### src/rtl/vga_fb_pkg.sv
// Package for the scaled QSPI framebuffer VGA driver.
// Holds the standard 640x480@60 timing constants and small helpers used
// to derive line/frame totals and counter widths from timing parameters.
package vga_fb_pkg;

    // Standard 640x480 timing, in pixel clocks / lines
    localparam int STD_H_VIS  = 640;
    localparam int STD_H_FP   = 16;
    localparam int STD_H_SYNC = 96;
    localparam int STD_H_BP   = 48;
    localparam int STD_V_VIS  = 480;
    localparam int STD_V_FP   = 10;
    localparam int STD_V_SYNC = 2;
    localparam int STD_V_BP   = 33;

    // Total period of one axis (line length or frame height)
    function automatic int calc_tot(input int vis, input int fp, input int sync, input int bp);
        return vis + fp + sync + bp;
    endfunction

    // Bits needed to count 0..n-1 (at least 1)
    function automatic int ctr_width(input int n);
        return (n <= 2) ? 1 : $clog2(n);
    endfunction

endpackage

### src/rtl/vga_fb_timing_gen.sv
// vga_timing_gen: horizontal/vertical raster counters and sync generation.
//
// All outputs are registered and describe the CURRENT raster position:
// they are loaded from the position the counters are about to enter, so
// h_sync/v_sync/h_vis/v_vis line up with the counter value in the same cycle.
//
// Ports:
//   clk, rst_n      clock, synchronous active-low reset
//   h_pos, v_pos    position the raster enters on the next clock edge
//                   (lets the parent register its own aligned outputs)
//   h_sync, v_sync  registered sync outputs with configurable polarity
//   h_vis, v_vis    registered visible-area flags for the current position
module vga_timing_gen
    import vga_fb_pkg::*;
#(
    parameter int H_VIS     = STD_H_VIS,
    parameter int H_FP      = STD_H_FP,
    parameter int H_SYNC    = STD_H_SYNC,
    parameter int H_BP      = STD_H_BP,
    parameter int V_VIS     = STD_V_VIS,
    parameter int V_FP      = STD_V_FP,
    parameter int V_SYNC    = STD_V_SYNC,
    parameter int V_BP      = STD_V_BP,
    parameter bit HSYNC_POL = 1'b0,
    parameter bit VSYNC_POL = 1'b0,
    parameter int HW        = ctr_width(calc_tot(H_VIS, H_FP, H_SYNC, H_BP)),
    parameter int VW        = ctr_width(calc_tot(V_VIS, V_FP, V_SYNC, V_BP))
) (
    input  logic          clk,
    input  logic          rst_n,
    output logic [HW-1:0] h_pos,
    output logic [VW-1:0] v_pos,
    output logic          h_sync,
    output logic          v_sync,
    output logic          h_vis,
    output logic          v_vis
);

    localparam int H_TOT = calc_tot(H_VIS, H_FP, H_SYNC, H_BP);
    localparam int V_TOT = calc_tot(V_VIS, V_FP, V_SYNC, V_BP);

    logic [HW-1:0] h_ctr;
    logic [VW-1:0] v_ctr;

    always_comb begin
        h_pos = h_ctr + HW'(1);
        v_pos = v_ctr;
        if (h_ctr == HW'(H_TOT - 1)) begin
            h_pos = '0;
            v_pos = (v_ctr == VW'(V_TOT - 1)) ? '0 : v_ctr + VW'(1);
        end
    end

    always_ff @(posedge clk) begin
        if (!rst_n) begin
            h_ctr  <= '0;
            v_ctr  <= '0;
            h_sync <= !HSYNC_POL;
            v_sync <= !VSYNC_POL;
            h_vis  <= 1'b1;      // position 0,0 is visible
            v_vis  <= 1'b1;
        end else begin
            h_ctr  <= h_pos;
            v_ctr  <= v_pos;
            h_sync <= (h_pos >= HW'(H_VIS + H_FP) && h_pos < HW'(H_VIS + H_FP + H_SYNC))
                      ? HSYNC_POL : !HSYNC_POL;
            v_sync <= (v_pos >= VW'(V_VIS + V_FP) && v_pos < VW'(V_VIS + V_FP + V_SYNC))
                      ? VSYNC_POL : !VSYNC_POL;
            h_vis  <= (h_pos < HW'(H_VIS));
            v_vis  <= (v_pos < VW'(V_VIS));
        end
    end

endmodule

### src/rtl/vga_qspi_framebuffer_scaled.sv
// vga_qspi_framebuffer_scaled: VGA scan-out from an external QSPI framebuffer
// with horizontal/vertical pixel replication, plus a registered pass-through
// of the framebuffer writer's interface.
//
// Optional build macro VGA_TEST_PATTERN_EN adds input test_mode, which shows
// a horizontal ramp (h >> 3) and suppresses framebuffer reads.
//
// Handshake: rd_req is a one-cycle strobe with no back-pressure. Data for a
// strobe raised in cycle t is sampled from data_in at the clock edge that
// ends cycle t+FETCH_LAT-1, so it is on gray_out FETCH_LAT cycles after the
// strobe. line_rewind / frame_start are one-cycle pointer commands.
//
// Ports:
//   clk, rst_n         clock, synchronous active-low reset
//   h_sync, v_sync     sync outputs
//   gray_out           pixel value, 0 when blanked
//   data_in, rd_req    framebuffer read data and fetch strobe
//   line_rewind        replay the current line (vertical replication)
//   frame_start        reset the read pointer to 0
//   wr_*_in / wr_*_out writer interface, forwarded through one register
//   wr_ack             wr_strobe_in delayed one cycle
module vga_qspi_framebuffer_scaled
    import vga_fb_pkg::*;
#(
    parameter int H_VIS     = STD_H_VIS,
    parameter int H_FP      = STD_H_FP,
    parameter int H_SYNC    = STD_H_SYNC,
    parameter int H_BP      = STD_H_BP,
    parameter int V_VIS     = STD_V_VIS,
    parameter int V_FP      = STD_V_FP,
    parameter int V_SYNC    = STD_V_SYNC,
    parameter int V_BP      = STD_V_BP,
    parameter int PIX_W     = 4,
    parameter int H_SCALE   = 1,
    parameter int V_SCALE   = 1,
    parameter int FETCH_LAT = 2,
    parameter bit HSYNC_POL = 1'b0,
    parameter bit VSYNC_POL = 1'b0
) (
    input  logic             clk,
    input  logic             rst_n,
`ifdef VGA_TEST_PATTERN_EN
    input  logic             test_mode,
`endif
    output logic             h_sync,
    output logic             v_sync,
    output logic [PIX_W-1:0] gray_out,
    input  logic [PIX_W-1:0] data_in,
    output logic             rd_req,
    output logic             line_rewind,
    output logic             frame_start,
    input  logic [PIX_W-1:0] wr_data_in,
    input  logic             wr_strobe_in,
    input  logic             wr_ptr_reset_in,
    output logic [PIX_W-1:0] wr_data_out,
    output logic             wr_strobe_out,
    output logic             wr_ptr_reset_out,
    output logic             wr_ack
);

    localparam int H_TOT = calc_tot(H_VIS, H_FP, H_SYNC, H_BP);
    localparam int V_TOT = calc_tot(V_VIS, V_FP, V_SYNC, V_BP);
    localparam int HW    = ctr_width(H_TOT);
    localparam int VW    = ctr_width(V_TOT);

    logic [HW-1:0]        h_pos;
    logic [VW-1:0]        v_pos;
    logic                 h_vis, v_vis;
    logic [HW-1:0]        tgt_h;
    logic [VW-1:0]        tgt_v;
    logic                 wrapped;
    logic                 fetch_hit;
    logic                 req_next;
    logic [FETCH_LAT-1:0] req_pipe;
    logic [PIX_W-1:0]     pix_reg;

    vga_timing_gen #(
        .H_VIS(H_VIS), .H_FP(H_FP), .H_SYNC(H_SYNC), .H_BP(H_BP),
        .V_VIS(V_VIS), .V_FP(V_FP), .V_SYNC(V_SYNC), .V_BP(V_BP),
        .HSYNC_POL(HSYNC_POL), .VSYNC_POL(VSYNC_POL), .HW(HW), .VW(VW)
    ) u_timing (
        .clk    (clk),
        .rst_n  (rst_n),
        .h_pos  (h_pos),
        .v_pos  (v_pos),
        .h_sync (h_sync),
        .v_sync (v_sync),
        .h_vis  (h_vis),
        .v_vis  (v_vis)
    );

    // A fetch issued at position h targets the pixel FETCH_LAT clocks later.
    // Near the line end that target wraps into the next line (and past the
    // last line into line 0), which is why the target line is derived too.
    always_comb begin
        wrapped = (h_pos >= HW'(H_TOT - FETCH_LAT));
        if (wrapped) begin
            tgt_h = h_pos - HW'(H_TOT - FETCH_LAT);
            tgt_v = (v_pos == VW'(V_TOT - 1)) ? '0 : v_pos + VW'(1);
        end else begin
            tgt_h = h_pos + HW'(FETCH_LAT);
            tgt_v = v_pos;
        end
        fetch_hit = (tgt_h < HW'(H_VIS)) && ((tgt_h % HW'(H_SCALE)) == '0)
                    && (tgt_v < VW'(V_VIS));
`ifdef VGA_TEST_PATTERN_EN
        req_next = fetch_hit && !test_mode;
`else
        req_next = fetch_hit;
`endif
    end

    // req_pipe[0] is the strobe itself; the top bit marks the cycle whose
    // ending edge captures the returned data.
    assign rd_req   = req_pipe[0];
    assign gray_out = (h_vis && v_vis) ? pix_reg : '0;

    always_ff @(posedge clk) begin
        if (!rst_n) begin
            req_pipe    <= '0;
            pix_reg     <= '0;
            line_rewind <= 1'b0;
            frame_start <= 1'b0;
        end else begin
            req_pipe    <= (req_pipe << 1) | FETCH_LAT'(req_next);
`ifdef VGA_TEST_PATTERN_EN
            if (test_mode)
                pix_reg <= PIX_W'({8'd0, h_pos} >> 3);
            else if (req_pipe[FETCH_LAT-1])
                pix_reg <= data_in;
`else
            if (req_pipe[FETCH_LAT-1])
                pix_reg <= data_in;
`endif
            line_rewind <= (h_pos == HW'(H_VIS)) && (v_pos < VW'(V_VIS))
                           && ((v_pos % VW'(V_SCALE)) != VW'(V_SCALE - 1));
            frame_start <= (h_pos == '0) && (v_pos == VW'(V_VIS + V_FP));
        end
    end

    // Writer path: plain one-cycle forward, independent of the raster.
    always_ff @(posedge clk) begin
        if (!rst_n) begin
            wr_data_out      <= '0;
            wr_strobe_out    <= 1'b0;
            wr_ptr_reset_out <= 1'b0;
            wr_ack           <= 1'b0;
        end else begin
            wr_data_out      <= wr_data_in;
            wr_strobe_out    <= wr_strobe_in;
            wr_ptr_reset_out <= wr_ptr_reset_in;
            wr_ack           <= wr_strobe_in;
        end
    end

endmodule

### config.mk
export PLATFORM = sky130hd
export DESIGN_NAME = vga_qspi_framebuffer_scaled
export DESIGN_NICKNAME = d
export VERILOG_FILES = /design/src/rtl/vga_fb_pkg.sv /design/src/rtl/vga_fb_timing_gen.sv /design/src/rtl/vga_qspi_framebuffer_scaled.sv
export SDC_FILE = /design/constraint.sdc
export NUM_CORES = 1
export LEC_CHECK = 0
export ABC_AREA = 1
export BUFFER_PORTS_ARGS = -buffer_cell sky130_fd_sc_hd__buf_2
export CORE_MARGIN = 2
export CORE_UTILIZATION = 58
export DETAILED_ROUTE_END_ITERATION = 10
export PLACE_DENSITY = 0.81
export RECOVER_POWER = 100
export SLEW_MARGIN = 20
export SYNTH_ARGS = -nofsm -noshare
export SYNTH_HDL_FRONTEND = slang
export SYNTH_SLANG_ARGS = --single-unit
### constraint.sdc
create_clock -name clk -period 2.23 [get_ports clk]
set_input_delay 0.223 -clock clk [delete_from_list [all_inputs] [get_ports clk]]
set_output_delay 0.223 -clock clk [all_outputs]
set_load 0.01 [all_outputs]
==> flow_metrics.py, run 1 <==
metrics = {
    "run_status": {
        "outcome": "completed",
    },
    "synth": {
        "ys_seq_elements": 37,
        "postSynth.asyncResetShare_pct": 0,
        "synth_area_per_cell_um2": 6.27,
        "commonest_cells_post_synth": "sky130_fd_sc_hd__nand2_1 (99), sky130_fd_sc_hd__inv_1 (58), sky130_fd_sc_hd__nor2_1 (48), sky130_fd_sc_hd__dfxtp_1 (37), sky130_fd_sc_hd__nand3_1 (36)",
        "edff_count_synth": 0,
        "post_synth_inst_count": 363,
        "syn-cell-area_mm2": 0.00228,
        "ys_dominant_reg_cell": "sky130_fd_sc_hd__dfxtp_1",
        "synth_sequential_area_ratio_pct": 32.5,
        "area_contributors_post_synth": "sky130_fd_sc_hd__dfxtp_1 (33%), sky130_fd_sc_hd__nand2_1 (16%), sky130_fd_sc_hd__inv_1 (9.6%)",
        "synth_top_area_share_pct": 32.5,
        "synthDominantAreaCellType": "sky130_fd_sc_hd__dfxtp_1",
        "synthesis.yosys.warnings": 0,
        "yosysMostFrequentCell": "sky130_fd_sc_hd__nand2_1",
        "syn-num-nets": 378,
        "synth_cell_type_count": 32,
    },
    "setup_path": {
        "critPathCaptureType": "flop",
        "cp_slowest_stage_delay_ns": 0.35,
        "critical_path.startpoint_type": "flop",
        "crit_buf_inv": 1,
        "path_max_fanout": 6,
        "cp_data_required_time_ns": 2.46,
        "worst-endpoint-arrival_ns": 2.32,
        "critical_path_class": "flop to flop",
        "critical_path.slowest_cell": "sky130_fd_sc_hd__dfxtp_2",
        "crit_path_cell_trace": "ha_2 -> nand2_2 -> nor2_4 -> nand3_4 -> buf_6 -> nor2_2 -> nand2_1 -> nand2_2 -> nand2_2 -> nor2_4 -> nand2_1 -> nor2_1 -> nor2_1 -> nand2_1 -> nand3_1 -> nor2_1",
        "critPathTopFamily": "simple AND/OR/NAND/NOR gates",
    },
    "routing": {
        "post-route-drc-count": 0,
        "via_per_inst": 5.19,
        "routed_wl_um": 5340,
        "first_iter_violations": 151,
        "detail-route-antenna-nets": 0,
        "wl_per_cell_um": 12.0,
        "dr_total_vias": 2316,
        "drt_pass1_iterations": 5,
    },
    "final_layout": {
        "antennaDiodeCount": 0,
        "layout_top_registers": "u_timing.h_ctr x10, u_timing.v_ctr x10",
        "utilization_pct": 70.7,
        "area_growth_pct": 15.5,
        "drive_above_1_share_pct": 17.8,
        "post-route-cell-area_mm2": 0.00263,
        "fin_nets": 412,
    },
    "placement": {
        "globalplace.congestion": 0.883,
        "numPortBuffers": 26,
        "placedInstanceArea_mm2": 0.00244,
        "place_hpwl_um": 3840,
    },
    "clock_tree": {
        "ctsRootBufferMaster": "sky130_fd_sc_hd__clkbuf_8",
        "buffer_levels_on_the_longest_clock_path": 2,
        "htree_num_levels": 2,
        "clkSinkCount": 37,
        "numCtsBuffers": 5,
        "clkLatencyLatePin_ns": 0.29,
        "clkTransAtPathRegs_ns": 0.08,
        "tritoncts": "yes",
    },
    "sta": {
        "timing.clock.skew_ns": 0.00451,
        "hold_viol": 0,
        "hold-worst-slack_ns": 0.109,
        "max_slew_margin_pct": 54.3,
        "layout_worst_path_cycle_share_pct": 93.8,
        "drv_slew": 0,
        "finalSetupTns_ns": 0,
        "pin_slew_with_the_least_headroom_to_its_limit_ns": 0.685,
        "setup_viol": 0,
        "fmax_mhz": 478,
        "finalCriticalPeriod_ns": 2.09,
    },
    "power_and_ir_drop": {
        "powerDensity_mw_per_mm2": 488,
        "cellLeakagePower_nw": 1.31,
        "ir_drop_uv": 419,
    },
    "global_routing": {
        "grtUsageTotal_pct": 25.7,
        "grt_pass1_wl_um": 8690,
        "grt_max_degree": 21,
        "globalRouteOverflowTotal": 0,
        "number_of_global_route_vias_before_repair": 2025,
        "antenna_found_initial": 0,
    },
    "floorplanning": {
        "dieWidth_um": 66.6,
        "start_util_pct": 61.2,
        "design.core.area_mm2": 0.00372,
        "num_io_pins": 28,
        "die-area_mm2": 0.00444,
        "chipHeight_um": 66.6,
        "floorplan.rows": 22,
    },
    "job": {
        "max_cap_viol_count": 0,
    },
    "min_path": {
        "hold_class": "input pin to flop",
    },
}
[where the power goes]
group	internal, mW	total, mW	switching, mW
registers	0.678	0.686	0.00783
clock network	0.285	0.533	0.248
logic	0.0244	0.0651	0.0407
total	0.988	1.28	0.296
[per-layer routing]
metal	vias to the layer above	track usage [%]	share of wire (%)
met4	0	9.18	1.7
met1	1047	34.2	46
met2	68	40.8	47
met5	-	0	0
met3	7	5.57	6.1
li1	1194	-	-
[worst register-to-register path, cell delays in order (launching register included)]
cell and delay [ns]:
sky130_fd_sc_hd__dfxtp_2 0.35, sky130_fd_sc_hd__ha_2 0.20, sky130_fd_sc_hd__nand2_2 0.10, sky130_fd_sc_hd__nor2_4 0.15, sky130_fd_sc_hd__nand3_4 0.19, sky130_fd_sc_hd__buf_6 0.18, sky130_fd_sc_hd__nor2_2 0.06, sky130_fd_sc_hd__nand2_1 0.06
sky130_fd_sc_hd__nand2_2 0.11, sky130_fd_sc_hd__nand2_2 0.09, sky130_fd_sc_hd__nor2_4 0.12, sky130_fd_sc_hd__nand2_1 0.07, sky130_fd_sc_hd__nor2_1 0.10, sky130_fd_sc_hd__nor2_1 0.05, sky130_fd_sc_hd__nand2_1 0.07, sky130_fd_sc_hd__nand3_1 0.07
sky130_fd_sc_hd__nor2_1 0.08
[placed cells by master, fill, tap and decap left out, drive strengths merged, types with 2 or more instances in the layout]
cell type and instances:
nand4 9, xor2 2, nor2 56, o21ai 11, o21bai 3, a21oi 8
inv 64, ha 3, clkbuf 23, nand2 112, buf 17, nand3 42
nor3 6, dfxtp 37
[cell type report]
class                      instances  area [µm²]
multi-input combinational        256        1290
clock inverter                     1        8.76
tap                               48        60.1
clock buffer                       7        96.3
sequential                        37         744
fill                             328        1090
inverter                          64         253
timing repair buffer              33         179
[final timing paths]
kind / startpoint / cells after the start / slack (ns) / to
worst max-delay path: u_timing.h_ctr[0] / 16 / 0.14 / req_pipe[0]
worst min register to register: pix_reg[1] / 2 / 0.46 / pix_reg[1]
worst max register to register: u_timing.h_ctr[0] / 16 / 0.14 / req_pipe[0]
worst min-delay path: wr_data_in[3] / 3 / 0.11 / wr_data_out[3]
[kinds of logic (layout without fill, tap and decap cells)]
| family | count (synthesis) | count (layout) | share of synthesized area (%) |
|---|---|---|---|
| buffers and inverters | 71 | 105 | 13.2 |
| other | 1 | 1 | 0.165 |
| DFF | 37 | 37 | 32.5 |
| AOI/OAI and AO/OA | 24 | 24 | 6.10 |
| adders and majority gates | 3 | 3 | 1.65 |
| xor gates and xnor gates | 2 | 2 | 0.770 |
| and+or+nand+nor | 225 | 226 | 45.6 |
[stage by stage]
| step | std cells | total power [mW] | setup slack [ns] |
|---|---|---|---|
| floorplan | 363 | 0.742 | 0.338 |
| global placement | 434 | 0.767 | 0.103 |
| detailed placement | 434 | 0.769 | 0.0423 |
| CTS | 442 | 1.29 | 0.0157 |
| global route | 446 | 1.33 | -0.0296 |
| finish | 446 | 1.28 | 0.139 |
[what timing repair did]
action | CTS | global route
hold buffers | 0 | 0
endpoints found under the setup margin | 0 | 4
buffers inserted | 0 | 3
resized for setup | 0 | 18
Note: power is estimated with default switching activity, not from simulation.
==> inputs of run 2 (changes only) <==
--- a/config.mk
+++ b/config.mk
@@ -8,9 +8,9 @@
 export ABC_AREA = 1
 export BUFFER_PORTS_ARGS = -buffer_cell sky130_fd_sc_hd__buf_2
 export CORE_MARGIN = 2
-export CORE_UTILIZATION = 58
+export CORE_UTILIZATION = 52
 export DETAILED_ROUTE_END_ITERATION = 10
-export PLACE_DENSITY = 0.81
+export PLACE_DENSITY = 0.76
 export RECOVER_POWER = 100
 export SLEW_MARGIN = 20
 export SYNTH_ARGS = -nofsm -noshare
==> constraint.sdc (replaced) <==
create_clock -name clk -period 1.7 [get_ports clk]
set_input_delay 0.17 -clock clk [delete_from_list [all_inputs] [get_ports clk]]
set_output_delay 0.17 -clock clk [all_outputs]
set_load 0.01 [all_outputs]
==> flow_metrics.py, run 2 (same netlist as run 1, synthesis figures left out) <==
metrics = {
    "floorplanning": {
        "chipHeight_um": 70.2,
        "design.core.area_mm2": 0.00429,
        "dieWidth_um": 70.2,
        "die-area_mm2": 0.00492,
        "num_io_pins": 28,
        "start_util_pct": 53.0,
        "floorplan.rows": 24,
    },
    "setup_path": {
        "critical-path-top-cell-by-count": "sky130_fd_sc_hd__nor2_1",
        "ff2ff_setup_slack_ns": -0.33,
        "critical_path.startpoint_type": "flop",
        "worst-endpoint-arrival_ns": 2.26,
        "timing.rr.end": "req_pipe[0]",
        "rr_worst_depth": 16,
        "startpoint": "u_timing.h_ctr[0]",
        "crit-reg2reg-launch": "u_timing.h_ctr[0]",
        "cp_num_cells": 16,
        "critPathTopFamily": "simple AND/OR/NAND/NOR gates",
        "critPathCaptureType": "flop",
        "critical_path_end": "req_pipe[0]",
        "critical_path.slowest_cell": "sky130_fd_sc_hd__dfxtp_2",
        "cp_data_required_time_ns": 1.93,
        "crit_buf_inv": 3,
        "cp_slowest_stage_delay_ns": 0.35,
        "critical_path_class": "flop to flop",
        "path_max_fanout": 5,
        "crit_path_cell_trace": "ha_4 -> nand2_4 -> nor2_4 -> nand3_4 -> buf_6 -> nand2_1 -> nand2_4 -> inv_2 -> nand2_2 -> nor2_2 -> inv_2 -> nor2_1 -> nor2_1 -> nand2_1 -> nand3_2 -> nor2_1",
    },
    "sta": {
        "rsz0062_at_grt": "yes",
        "hold_viol": 0,
        "timing.final.ws_setup_ns": -0.333,
        "timing.clock.skew_ns": 0.00536,
        "drv_slew": 0,
        "layout_worst_path_cycle_share_pct": 120,
        "finalCriticalPeriod_ns": 2.03,
        "fmax_mhz": 492,
        "max_slew_margin_pct": 64.4,
        "setup_viol": 5,
        "finalSetupTns_ns": -0.839,
        "pin_slew_with_the_least_headroom_to_its_limit_ns": 0.534,
    },
    "global_routing": {
        "antenna_found_initial": 0,
        "number_of_global_route_vias_before_repair": 2330,
        "grt_pass1_wl_um": 9860,
        "grtUsageTotal_pct": 25.0,
        "grt_max_degree": 15,
        "globalRouteOverflowTotal": 0,
    },
    "min_path": {
        "hold_class": "input pin to flop",
    },
    "routing": {
        "wl_per_cell_um": 12.5,
        "routed_wl_um": 6360,
        "post-route-drc-count": 0,
        "first_iter_violations": 144,
        "via_per_inst": 5.10,
        "drt_pass1_iterations": 5,
        "wl_met2_um": 3250,
        "sum_of_routed_wire_segments_on_met1_um": 2630,
        "met3_layer_wire_length_in_the_routed_design_um": 294,
        "dr_total_vias": 2592,
        "detail-route-antenna-nets": 0,
        "top_signal_layer_used": "met4",
    },
    "final_layout": {
        "post-route-cell-area_mm2": 0.00325,
        "fin_nets": 471,
        "area_growth_pct": 42.6,
        "commonest_cells_after_routing_fill_and_taps_aside": "sky130_fd_sc_hd__nand2_1 (88), sky130_fd_sc_hd__buf_4 (58), sky130_fd_sc_hd__inv_1 (56), sky130_fd_sc_hd__nor2_1 (38), sky130_fd_sc_hd__dfxtp_1 (31)",
        "drive_above_1_share_pct": 35.3,
        "layout.cells.most_common": "sky130_fd_sc_hd__nand2_1",
        "antennaDiodeCount": 0,
        "layout_top_registers": "u_timing.h_ctr x10, u_timing.v_ctr x10",
    },
    "power_and_ir_drop": {
        "switchingPower_mw": 0.386,
        "share_clk_of_total_power_pct": 42.1,
        "cellLeakagePower_nw": 1.61,
        "ir_drop_uv": 406,
        "powerDensity_mw_per_mm2": 540,
        "internal_power_mw": 1.37,
        "swShare_pct": 22.0,
        "power.sequential.fraction_pct": 51.4,
        "power.combinational.fraction_pct": 6.5,
    },
    "clock_tree": {
        "cts-hold-fix-buffers": 0,
        "clkLatencyLatePin_ns": 0.29,
        "tritoncts": "yes",
        "clkSinkCount": 37,
        "ctsRootBufferMaster": "sky130_fd_sc_hd__clkbuf_8",
        "numCtsBuffers": 5,
        "clkTransAtPathRegs_ns": 0.07,
        "buffer_levels_on_the_longest_clock_path": 2,
        "htree_num_levels": 2,
    },
    "placement": {
        "globalplace.congestion": 0.879,
        "place_hpwl_um": 4440,
        "placedInstanceArea_mm2": 0.00289,
        "numPortBuffers": 26,
    },
    "run_status": {
        "outcome": "finished with violations",
        "violations_in_the_final_reports": "setup timing",
    },
    "job": {
        "max_cap_viol_count": 0,
    },
}
-- run 2: final cells by class --
type,count,area [µm²]
clock buffer,5,68.8
sequential,37,748
timing repair buffer,92,613
tap,52,65.1
fill,328,1050
clock inverter,2,35.0
inverter,64,253
multi-input combinational,256,1460
-- run 2: metal layers --
layer	vias up	global-route usage (%)
li1	1305	-
met2	81	44.3
met1	1187	30.2
met3	19	5.05
met5	-	0
met4	0	7.91
-- run 2: through the flow --
stage	utilization [%]	worst slack, ns	hold WS (ns)	power, mW	std cells
after global placement	67.4	-0.227	0.351	1.03	494
after floorplan	-	-0.0734	0.268	0.981	363
after global routing	75.6	-0.478	0.0622	1.81	508
after detailed placement	67.4	-0.287	0.356	1.04	494
final	75.6	-0.333	0.0576	1.75	508
after CTS	71.2	-0.244	0.0545	1.76	504
-- run 2: power by group through the flow --
stage	clock network, mW	logic (mW)	registers (mW)
after floorplan	0	0.0554	0.925
after global placement	0	0.114	0.920
after detailed placement	0	0.115	0.922
after CTS	0.745	0.116	0.902
after global routing	0.778	0.127	0.903
final	0.737	0.114	0.901
-- run 2: how the worst min path moves through the flow --
| stage | cells after the start | start | slack (ns) | end |
|---|---|---|---|---|
| floorplan | 2 | wr_strobe_in | 0.27 | wr_ack |
| global placement | 3 | wr_data_in[0] | 0.35 | wr_data_out[0] |
| detailed placement | 3 | wr_data_in[0] | 0.36 | wr_data_out[0] |
| CTS | 3 | wr_data_in[0] | 0.05 | wr_data_out[0] |
| global route | 3 | wr_ptr_reset_in | 0.06 | wr_ptr_reset_out |
| finish | 3 | wr_data_in[1] | 0.06 | wr_data_out[1] |
-- run 2: worst reg2reg max path: stages (launching register included) --
cell	delay (ns)
sky130_fd_sc_hd__dfxtp_2	0.35
sky130_fd_sc_hd__ha_4	0.15
sky130_fd_sc_hd__nand2_4	0.06
sky130_fd_sc_hd__nor2_4	0.15
sky130_fd_sc_hd__nand3_4	0.18
sky130_fd_sc_hd__buf_6	0.19
sky130_fd_sc_hd__nand2_1	0.09
sky130_fd_sc_hd__nand2_4	0.08
sky130_fd_sc_hd__inv_2	0.06
sky130_fd_sc_hd__nand2_2	0.08
sky130_fd_sc_hd__nor2_2	0.17
sky130_fd_sc_hd__inv_2	0.05
sky130_fd_sc_hd__nor2_1	0.10
sky130_fd_sc_hd__nor2_1	0.05
sky130_fd_sc_hd__nand2_1	0.07
sky130_fd_sc_hd__nand3_2	0.06
sky130_fd_sc_hd__nor2_1	0.09
-- run 2: repair_timing --
action | in CTS | in global routing
resized for setup | 11 | 47
setup endpoints to repair | 5 | 8
cloned | 1 | 0
pin swaps | 2 | 25
setup buffers | 2 | 4
